$ cat src/rtl/commit_ctrl.sv
// Commit controller: sequences register, CSR and PC writes for one EXU instruction at a time.
// Define COMMIT_PERF_EN to build the 64-bit retired-instruction counter (instret).
module commit_ctrl (
    input  logic        clk,
    input  logic        rst,
    input  logic        exu_valid,
    output logic        commit_ready,
    input  logic [2:0]  csr_ctr,
    input  logic        rd_wen_in,
    input  logic [4:0]  rd,
    output logic        op_le,
    output logic        rf_wen,
    output logic [4:0]  rf_waddr,
    output logic        rf_wsel,
    output logic        csr_tmp_le,
    output logic        csr_wen,
    output logic [1:0]  csr_op,
    output logic        pc_wen,
    output logic [1:0]  pc_sel,
    output logic        commit_valid,
    input  logic        ifu_ready,
    output logic        halt,
    output logic [2:0]  halt_code,
    output logic [63:0] instret
);

    typedef enum logic [2:0] {
        IDLE      = 3'd0,
        COMMIT    = 3'd1,
        CSR_RD    = 3'd2,
        CSR_WR    = 3'd3,
        TRAP_SAVE = 3'd4,
        TRAP_PC   = 3'd5,
        DONE      = 3'd6,
        HALT      = 3'd7
    } state_t;

    localparam logic [2:0] CTR_PLAIN = 3'b000;
    localparam logic [2:0] CTR_ECALL = 3'b001;
    localparam logic [2:0] CTR_CSRRW = 3'b010;
    localparam logic [2:0] CTR_CSRRS = 3'b011;
    localparam logic [2:0] CTR_MRET  = 3'b100;

    state_t      state;
    state_t      next_state;
    logic [2:0]  ctr_q;
    logic [4:0]  rd_q;
    logic        rd_wen_q;
    logic        halt_q;
    logic        accept;

    logic        rf_wen_d;
    logic        rf_wsel_d;
    logic        csr_tmp_le_d;
    logic        csr_wen_d;
    logic [1:0]  csr_op_d;
    logic        pc_wen_d;
    logic [1:0]  pc_sel_d;
    logic        commit_valid_d;

    assign commit_ready = (state == IDLE) & ~rst;
    assign accept       = exu_valid & commit_ready;
    assign op_le        = accept;

    always_ff @(posedge clk) begin
        if (rst) begin
            state    <= IDLE;
            ctr_q    <= 3'b000;
            rd_q     <= 5'd0;
            rd_wen_q <= 1'b0;
            halt_q   <= 1'b0;
        end else begin
            state <= next_state;
            if (accept) begin
                ctr_q    <= csr_ctr;
                rd_q     <= rd;
                rd_wen_q <= rd_wen_in;
            end
            if (accept && next_state == HALT) begin
                halt_q <= 1'b1;
            end
        end
    end

    // Instruction class is decided once at accept; later states run from latched fields.
    always_comb begin
        next_state = state;
        case (state)
            IDLE: begin
                if (accept) begin
                    case (csr_ctr)
                        CTR_PLAIN, CTR_MRET:  next_state = COMMIT;
                        CTR_CSRRW, CTR_CSRRS: next_state = CSR_RD;
                        CTR_ECALL:            next_state = TRAP_SAVE;
                        default:              next_state = HALT;
                    endcase
                end
            end
            COMMIT:    next_state = DONE;
            CSR_RD:    next_state = CSR_WR;
            CSR_WR:    next_state = DONE;
            TRAP_SAVE: next_state = TRAP_PC;
            TRAP_PC:   next_state = DONE;
            DONE: begin
                if (ifu_ready) begin
                    next_state = IDLE;
                end
            end
            HALT:      next_state = HALT;
            default:   next_state = IDLE;
        endcase
    end

    always_comb begin
        rf_wen_d       = 1'b0;
        rf_wsel_d      = 1'b0;
        csr_tmp_le_d   = 1'b0;
        csr_wen_d      = 1'b0;
        csr_op_d       = 2'b00;
        pc_wen_d       = 1'b0;
        pc_sel_d       = 2'b00;
        commit_valid_d = 1'b0;
        case (state)
            COMMIT: begin
                pc_wen_d = 1'b1;
                pc_sel_d = (ctr_q == CTR_MRET) ? 2'b10 : 2'b00;
                rf_wen_d = (ctr_q == CTR_PLAIN) && rd_wen_q && (rd_q != 5'd0);
            end
            CSR_RD: begin
                csr_tmp_le_d = 1'b1;
            end
            CSR_WR: begin
                csr_wen_d = 1'b1;
                csr_op_d  = (ctr_q == CTR_CSRRS) ? 2'b01 : 2'b00;
                rf_wen_d  = (rd_q != 5'd0);
                rf_wsel_d = 1'b1;
                pc_wen_d  = 1'b1;
                pc_sel_d  = 2'b00;
            end
            TRAP_SAVE: begin
                csr_wen_d = 1'b1;
                csr_op_d  = 2'b10;
            end
            TRAP_PC: begin
                pc_wen_d = 1'b1;
                pc_sel_d = 2'b01;
            end
            DONE: begin
                commit_valid_d = 1'b1;
            end
            default: begin
            end
        endcase
    end

    // Reset suppresses every strobe in the same cycle so an aborted instruction writes nothing.
    assign rf_wen       = rf_wen_d & ~rst;
    assign rf_waddr     = rf_wen ? rd_q : 5'd0;
    assign rf_wsel      = rf_wsel_d & ~rst;
    assign csr_tmp_le   = csr_tmp_le_d & ~rst;
    assign csr_wen      = csr_wen_d & ~rst;
    assign csr_op       = csr_op_d & {2{~rst}};
    assign pc_wen       = pc_wen_d & ~rst;
    assign pc_sel       = pc_sel_d & {2{~rst}};
    assign commit_valid = commit_valid_d;

    assign halt      = halt_q;
    assign halt_code = halt_q ? ctr_q : 3'b000;

`ifdef COMMIT_PERF_EN
    logic [63:0] instret_q;

    always_ff @(posedge clk) begin
        if (rst) begin
            instret_q <= 64'd0;
        end else if (state == DONE && ifu_ready) begin
            instret_q <= instret_q + 64'd1;
        end
    end

    assign instret = instret_q;
`else
    assign instret = 64'd0;
`endif

endmodule

$ cat config.mk
export PLATFORM = sky130hd
export DESIGN_NAME = commit_ctrl
export DESIGN_NICKNAME = d
export VERILOG_FILES = /design/src/rtl/commit_ctrl.sv
export SDC_FILE = /design/constraint.sdc
export NUM_CORES = 1
export LEC_CHECK = 0
export BUFFER_PORTS_ARGS = -buffer_cell sky130_fd_sc_hd__buf_2
export CORE_MARGIN = 1.5
export CORE_UTILIZATION = 40
export CTS_CLUSTER_DIAMETER = 30
export CTS_CLUSTER_SIZE = 28
export DETAILED_ROUTE_END_ITERATION = 8
export PLACE_DENSITY_LB_ADDON = 0.1
export SLEW_MARGIN = 40
export SYNTH_ARGS = -nofsm -noshare
export SYNTH_HDL_FRONTEND = slang
export SYNTH_SLANG_ARGS = --single-unit
$ cat constraint.sdc
create_clock -name clk -period 1.9 [get_ports clk]
set_input_delay 0.095 -clock clk [delete_from_list [all_inputs] [get_ports clk]]
set_output_delay 0.095 -clock clk [all_outputs]
set_load 0.02 [all_outputs]
==> run summary, run 1 <==
Outcome -> completed
Port buffer count -> 33
Gr ovfl total -> 0
Adder-cell share of the synthesized area -> 0%
Final WL -> 2330 um
Worst setup path start -> state[2]
Worst path cell trace -> inv_1 > or3_1 > a21oi_1 > buf_2
H-tree depth -> 1
Sink Count -> 13
Io pins -> 98
Routability cong. -> 0.732
Post-synth EDFFs -> 0
Worst path required time -> 1.80 ns
Commonest non-fill, non-tap cell in the layout -> conb_1
Global-route wire length before repair -> 3410 um
Final net count -> 210
DRT Pass-1 Iters -> 4
Mapped Area -> 0.00128 sq mm
HPWL Detailed -> 1850 um
Post-synthesis xor/xnor area fraction -> 0.682%
Total track usage -> 12.4%
Layout cells sized above 1 -> 23.5%
FMAX -> 574 MHz
Non-Filler Instances -> 240
Commonest non-fill, non-tap cells in the layout -> conb_1 (64), buf_2 (33), a21oi_1 (13)
Full die area -> 0.00356 sq mm
Type of the worst min-delay path -> input pin to flop
Clk_lat worst skew -> 0.27 ns
Placeable Area -> 0.00305 sq mm
Largest net degree at the start of global routing -> 20
N_diodes -> 0
Placed cells -> 236
Slowest CP cell -> dfxtp_1
CTS Root Cell -> clkbuf_4
Worst Path Max Fanout -> 9
P_leak -> 0.623 nW
Yosys reg bits -> 13
Final hold violation count -> 0
Main combinational cell family by area after synthesis -> buffers and inverters
Max Transition Viols Final -> 0
CTS Hold Bufs -> 0
Fin crit period -> 1.74 ns
CP Buf/Inv Count -> 2
Pwr Density -> 972 mW/mm^2
Syn Inst Count -> 168
Clock skew -> 0.00567 ns
Compound-gate portion of the synthesized area -> 14.1%
Syn Area/Cell -> 7.64 sq um
CP Capture Type -> output port
Initial Util -> 42.0%
Clock buffer count from CTS -> 3
Reg2reg start -> state[2]
Hold Path Origin -> rd[2]
DR vias -> 1000
Crit path DAT -> 1.65 ns
Die W -> 59.7 um
Simple-Gate Fraction of Synth Area -> 18.6%
Most used flip-flop cell after synthesis -> dfxtp_1
Antenna-violating nets left -> 0
Sequential share of the synthesized area -> 20.3%
Crit path launch type -> flop
Unrepaired setup endpoints after global routing -> false
Yosys cell types -> 32
Crit Path Class -> flop to output port
FFs w/ async S/R, synth -> 0%
First-iteration detailed-routing DRC count -> 19
# DRC -> 0
Sum Neg Setup Slack -> 0 ns
Fraction of synthesized area in multiplexers -> 1.75%
Vias in the first global route -> 772
CTS tree -> done
Synth Warn # -> 0
Longest Clk Path Bufs -> 2
Tcrit/Tclk final -> 91.7%
Max_cap viols -> 0
Row cnt -> 20
Chip height -> 59.7 um
Area delta synth->final -> -2.53%
Initial antenna violation count -> 0
Setup-failing EPs final -> 0
Wirelength per Cell -> 9.71 um
Peak supply drop -> 0.309 mV
Clk pin slew, worst setup/hold paths -> 0.08 ns
Slowest Stage Delay on Critical Path -> 0.52 ns
Drt via density -> 4.17
Cell family with most CP delay -> flip-flops
## worst register-to-register path, delay by kind of cell (launching register included)
| kind | cells | cell delay, ns |
|---|---|---|
| simple gates | 1 | 0.61 |
| buf+inv | 1 | 0.15 |
| compound gates | 2 | 0.34 |
| flops | 1 | 0.41 |
## cell usage after synthesis (3+ instances only)
cell type,count,area (sq um)
a21oi_1,13,65.1
a31oi_1,3,18.8
buf_2,3,15.0
buf_4,64,480
clkbuf_1,3,11.3
dfxtp_1,13,260
inv_1,6,22.5
nand2b_1,3,18.8
nand3_1,10,50.1
nor2_1,7,26.3
nor3_1,5,25.0
nor3b_1,5,37.5
o21ai_0,5,25.0
o21ai_1,4,20.0
## state kept, by name, indices dropped and copies added (netlist names)
signal and cells:
halt 1, rd_wen_q 1, rd_q 5, state 3, ctr_q 3
## power by group
group	leakage, nW	switching (mW)	total, mW	internal, mW
Combinational	0.501	0.447	0.655	0.208
Sequential	0.107	0.0711	0.400	0.329
Clock	0.0150	0.0797	0.161	0.0811
Total	0.623	0.598	1.22	0.618
## per-stage QoR
step	worst slack, ns	hold WS [ns]	power, mW	util [%]	instance area, sq um
floorplan	0.312	0.243	1.05	-	1520
CTS	0.0559	0.0634	1.22	40.7	1240
global route	0.0246	0.0665	1.32	41.0	1250
detailed placement	0.293	0.356	1.05	39.7	1210
finish	0.158	0.0718	1.22	41.0	1250
global placement	0.302	0.354	1.04	39.7	1210
## layer usage
layer	vias to the layer above	wire, um	global-route usage, %
li1	492	-	-
met1	452	971	16.0
met2	54	1170	21.0
met3	2	161	1.30
met4	0	24	4.76
met5	-	0	0
## cells by family (layout without fill, tap and decap cells)
family,count (synthesis),after routing
flip-flops,13,13
multiplexers,2,2
AND/OR/NAND/NOR,42,42
buffers and inverters,80,45
other,1,64
AO/OA/AOI/OAI,29,29
XOR/XNOR,1,1
## cell type report
type | instances | area (sq um)
clock buffers | 4 | 26.3
fillers | 343 | 1800
inverters | 7 | 31.3
multi-input cells | 138 | 704
flip-flops and latches | 13 | 262
well taps | 44 | 55.1
repair buffers | 34 | 173
## repair_timing
| action | CTS | global route |
|---|---|---|
| resized for setup | 1 | 2 |
| hold endpoints to repair | 0 | 0 |
| pin swaps | 0 | 0 |
| setup endpoints to repair | 3 | 6 |
| buffers inserted | 0 | 0 |
## worst paths after layout
path	endpoint	slack, ns	depth (start not counted)
worst max-delay path	csr_wen	0.16	4
worst min-delay path	rd_q[2]	0.07	3
worst max register to register	halt	0.31	4
worst min register to register	rd_q[0]	0.50	2
(Power assumes the default switching activity.)
==> run 2: changes to the inputs <==
==> constraint.sdc (replaced) <==
create_clock -name clk -period 1.9 [get_ports clk]
set_input_delay 0.19 -clock clk [delete_from_list [all_inputs] [get_ports clk]]
set_output_delay 0.19 -clock clk [all_outputs]
set_load 0.02 [all_outputs]
==> run 2 against run 1 <==
Wire length fell by 2.2%. Global-route usage down 0.14 points. First-iteration DRC count increased by 140%. Clock power increased by 5%. Cell area grew 0.80%. Via count shrank 0.10%. Sequential power up 1%.
==> run summary, run 2 (synthesized netlist as in run 1, its figures left out) <==
CP Buf/Inv Count -> 2
Peak supply drop -> 0.361 mV
Worst path required time -> 1.71 ns
Crit path launch type -> flop
CP Capture Type -> output port
HPWL Detailed -> 1780 um
Overall Power -> 1.24 mW
Slowest Stage Delay on Critical Path -> 0.64 ns
Clock skew -> 0.00927 ns
Die W -> 59.7 um
Max Transition Viols Final -> 0
Initial antenna violation count -> 0
Biggest register -> rd_q
CTS tree -> done
Commonest non-fill, non-tap cells in the layout -> conb_1 (64), buf_2 (33), a21oi_1 (13)
Hold Path Origin -> rd[1]
Row cnt -> 20
Worst-case reg-to-reg path depth -> 4
Crit path DAT -> 1.61 ns
Port buffer count -> 33
Slowest CP cell -> or4_4
Chip height -> 59.7 um
Unrepaired setup endpoints after global routing -> false
DR vias -> 999
CTS Root Cell -> clkbuf_4
Gr ovfl total -> 0
Reg2Reg Setup Slack -> 0.33 ns
Non-Filler Instances -> 240
DRT Pass-1 Iters -> 4
FMAX -> 556 MHz
Clock buffer count from CTS -> 3
CTS Hold Bufs -> 0
Vias in the first global route -> 712
Area delta synth->final -> -1.75%
Footprint of the multi-input gates -> 713 sq um
Final hold violation count -> 0
Setup WS post-layout -> 0.100 ns
Routability cong. -> 0.751
Wirelength per Cell -> 9.50 um
Worst Path Max Fanout -> 13
P_leak -> 0.625 nW
# DRC -> 0
Final net count -> 210
Final core utilization -> 41.3%
Io pins -> 98
H-tree depth -> 1
Clk pin slew, worst setup/hold paths -> 0.08 ns
Hold path depth -> 3
Setup-failing EPs final -> 0
Sequential cell area -> 263 sq um
Reg2reg start -> state[0]
Top Registers -> rd_q: 5 flops, ctr_q: 3 flops, state: 3 flops
N_diodes -> 0
Longest Clk Path Bufs -> 2
Crit Path Class -> flop to output port
Initial Util -> 42.0%
Placed cells -> 236
Final WL -> 2280 um
Placeable Area -> 0.00305 sq mm
Outcome -> completed
Fillcell total -> 344
Commonest non-fill, non-tap cell in the layout -> conb_1
Max FFs per register -> 5
First-iteration detailed-routing DRC count -> 45
Sink Count -> 13
Global-route wire length before repair -> 3330 um
Full die area -> 0.00356 sq mm
Critical R2R Capture -> halt
Pwr Density -> 982 mW/mm^2
Worst path cell trace -> or4_4 > clkinv_4 > buf_2
WHS Endpoint -> rd_q[1]
Layout cells sized above 1 -> 24.0%
Cell family with most CP delay -> simple AND/OR/NAND/NOR gates
Clk_lat worst skew -> 0.27 ns
Type of the worst min-delay path -> input pin to flop
Largest net degree at the start of global routing -> 20
Post-CTS Setup Repair Bufs -> 0
Max_cap viols -> 0
Tcrit/Tclk final -> 94.7%
Total track usage -> 12.2%
Antenna-violating nets left -> 0
Fin crit period -> 1.80 ns
Sum Neg Setup Slack -> 0 ns
Setup Slack @ Placement -> 0.196 ns
Drt via density -> 4.16
-- run 2: per-stage QoR --
stage	hold slack [ns]	instance area (sq um)
3_5_place_dp	0.453	1210
2_1_floorplan	0.338	1520
5_1_grt	0.151	1260
3_3_place_gp	0.449	1210
6_report	0.158	1260
4_1_cts	0.157	1240
-- run 2: power breakdown --
part / internal, mW / switching (mW)
combinational: 0.215 / 0.448
clock: 0.0813 / 0.0880
sequential: 0.331 / 0.0742
total: 0.628 / 0.611
-- run 2: worst max-delay path by stage --
stage / slack [ns] / cells past startpoint / start / end
2_1_floorplan: 0.17 / 5 / rst / csr_op[0]
3_3_place_gp: 0.28 / 4 / state[0] / rf_waddr[2]
3_5_place_dp: 0.20 / 4 / state[0] / rf_waddr[1]
6_report: 0.10 / 3 / state[0] / commit_ready
5_1_grt: 0.002 / 4 / state[0] / csr_op[0]
4_1_cts: 0.06 / 4 / state[2] / rf_waddr[1]
-- run 2: layout make-up --
type / count / share of cell area [%]
Multi-Input combinational cell: 138 / 56.5
Sequential cell: 13 / 20.8
Timing Repair Buffer: 34 / 13.7
Tap cell: 44 / 4.37
Inverter: 7 / 2.48
Clock buffer: 4 / 2.08
-- run 2: per-layer routing --
metal | track usage (%) | wire [um] | vias up
met5 | 0 | 0 | -
met4 | 4.76 | 17 | 0
met3 | 2.60 | 168 | 2
met2 | 18.2 | 1080 | 54
met1 | 17.2 | 1010 | 450
li1 | - | - | 493
-- run 2: worst min-delay path, delay by kind of cell --
family	cells	cell delay (ns)
AO/OA/AOI/OAI	1	0.05
buffers and inverters	1	0.10
AND/OR/NAND/NOR	1	0.05
-- run 2: what timing repair did --
item	in CTS	in global routing
pin swaps	0	0
endpoints found under the setup margin	6	6
gates resized for setup	2	3
gates cloned	0	0
==> run 3: changes to the inputs <==
--- a/config.mk
+++ b/config.mk
@@ -5,8 +5,8 @@
 export SDC_FILE = /design/constraint.sdc
 export NUM_CORES = 1
 export LEC_CHECK = 0
+export ABC_AREA = 1
 export BUFFER_PORTS_ARGS = -buffer_cell sky130_fd_sc_hd__buf_2
-export CORE_MARGIN = 1.5
 export CORE_UTILIZATION = 40
 export CTS_CLUSTER_DIAMETER = 30
 export CTS_CLUSTER_SIZE = 28
==> run 3 against run 2 <==
Via count up 0.30%. Wire length is 14% lower. Final cell count increased by 5.8%. Sequential share of layout area is 0.33 points higher. First-iteration DRC count down 64%. Worst hold slack gained 0.012 ns. Critical path depth rose by 2. Global-route usage shrank 0.60 points. Critical path type unchanged.
==> run summary, run 3 <==
Syn Area/Cell -> 7.09 sq um
Sequential share of the synthesized area -> 20.5%
Setup WS post-layout -> 0.207 ns
CTS Root Cell -> clkbuf_4
HPWL Detailed -> 1630 um
First-iteration detailed-routing DRC count -> 16
Longest Clk Path Bufs -> 2
Top post-synthesis cells by count -> buf_4 (66), inv_1 (19), nand2_1 (16)
Type of the worst min-delay path -> input pin to flop
FFs w/ async S/R, synth -> 0%
Slowest Stage Delay on Critical Path -> 0.56 ns
P_leak -> 0.714 nW
Design Area, Final -> 0.00123 sq mm
Footprint of the multi-input gates -> 639 sq um
DRT Pass-1 Iters -> 4
Outcome -> completed
Commonest non-fill, non-tap cells in the layout -> conb_1 (64), buf_2 (33), inv_1 (19)
Crit path DAT -> 1.50 ns
# DRC -> 0
Clk pin slew, worst setup/hold paths -> 0.08 ns
Worst path cell trace -> inv_1 > nand2_1 > nand3_2 > nor2_1 > buf_2
Row cnt -> 20
Area delta synth->final -> -3.06%
DR vias -> 1002
Synth Warn # -> 0
Sum Neg Setup Slack -> 0 ns
Max_cap viols -> 0
PostCTS Resize Cnt -> 0
Yosys cell types -> 26
Clock buffer count from CTS -> 3
Max FFs per register -> 5
Port buffer count -> 33
Vias in the first global route -> 706
Pwr Density -> 1040 mW/mm^2
Full die area -> 0.00340 sq mm
Setup Slack @ Placement -> 0.482 ns
Biggest register -> rd_q
Placeable Area -> 0.00303 sq mm
Crit path launch type -> flop
Chip height -> 58.3 um
Setup-failing EPs final -> 0
Top cells by area, synth -> buf_4 (39%), dfxtp_1 (21%), inv_1 (5.6%)
Sequential cell area -> 260 sq um
Main combinational cell family by area after synthesis -> buffers and inverters
Mapped Area -> 0.00127 sq mm
Final hold violation count -> 0
WHS -> 0.170 ns
Antenna-violating nets left -> 0
Placed Area -> 0.00120 sq mm
Commonest non-fill, non-tap cell in the layout -> conb_1
CTS tree -> done
Global-route wire length before repair -> 3000 um
Die W -> 58.3 um
Post-synth top area share -> 39.1%
Worst Path Max Fanout -> 8
Slowest CP cell -> dfxtp_1
Simple-Gate Fraction of Synth Area -> 20.7%
Initial antenna violation count -> 0
Final net count -> 224
Fraction of synthesized area in multiplexers -> 0%
N_diodes -> 0
Gr ovfl total -> 0
Layout cells sized above 1 -> 23.3%
Peak supply drop -> 0.483 mV
Compound-gate portion of the synthesized area -> 10.7%
Reg2Reg Setup Slack -> 0.57 ns
Wirelength per Cell -> 7.74 um
FMAX -> 591 MHz
Drt via density -> 3.94
Clk_lat worst skew -> 0.27 ns
Max Transition Viols Final -> 0
CP Capture Type -> output port
Worst path required time -> 1.71 ns
Fin crit period -> 1.69 ns
Overall Power -> 1.28 mW
H-tree depth -> 1
Hold path depth -> 3
Unrepaired setup endpoints after global routing -> false
Tcrit/Tclk final -> 89.1%
Most common cell in the netlist -> buf_4
Io pins -> 98
Yosys top cell by area -> buf_4
Routability cong. -> 0.908
Final WL -> 1970 um
Clock skew -> 0.00108 ns
Total track usage -> 11.6%
Initial Util -> 41.9%
Syn Inst Count -> 179
Post-CTS Setup Repair Bufs -> 0
Sink Count -> 13
Post-synth EDFFs -> 0
Largest net degree at the start of global routing -> 22
Post-synthesis xor/xnor area fraction -> 0%
Crit Path Class -> flop to output port
Worst-case reg-to-reg path depth -> 5
Most used flip-flop cell after synthesis -> dfxtp_1
Fillcell total -> 328
Yosys reg bits -> 13
Top Registers -> rd_q: 5 flops, ctr_q: 3 flops, state: 3 flops
Adder-cell share of the synthesized area -> 0%
CTS Hold Bufs -> 0
[run 3: kinds of logic (layout without fill, tap and decap cells)]
group                  count (synthesis)  after routing
AOI/OAI and AO/OA                     25             25
and+or+nand+nor                       49             49
DFF                                   13             13
other                                  1             64
buffers and inverters                 91             59
[run 3: cell type report]
| cell class | count | area share (%) |
|---|---|---|
| tap | 44 | 4.48 |
| timing repair buffer | 33 | 13.4 |
| multi-input combinational | 138 | 52.0 |
| inverter | 22 | 6.82 |
| clock buffer | 4 | 2.14 |
| sequential | 13 | 21.2 |
[run 3: path summary, 6_finish.rpt]
path | from | endpoint
worst max-delay path | state[1] | rf_waddr[2]
worst min-delay path | rd_wen_in | rd_wen_q
worst min register to register | rd_q[2] | rd_q[2]
worst max register to register | state[1] | state[2]
[run 3: routing by layer]
metal | track usage (%) | share of wire (%)
met1 | 16.5 | 47
met2 | 16.9 | 43
met3 | 0.659 | 8.3
met4 | 7.82 | 1.4
met5 | 0 | 0
[run 3: report_power, final]
part,leakage (nW),internal (mW),switching [mW]
sequential,0.107,0.348,0.108
clock,0.0150,0.0812,0.0868
combinational,0.592,0.193,0.465
total,0.714,0.622,0.659
[run 3: per-stage QoR]
| step | std cells | utilization, % |
|---|---|---|
| after floorplan | 242 | - |
| after global placement | 250 | 39.8 |
| after detailed placement | 250 | 39.8 |
| after CTS | 254 | 40.6 |
| after global routing | 254 | 40.6 |
| final | 254 | 40.6 |
[run 3: critical path, delay by kind of cell, from the launching register on]
kind | cells | cell delay, ns
buffers and inverters | 2 | 0.33
DFF | 1 | 0.56
and+or+nand+nor | 3 | 0.34
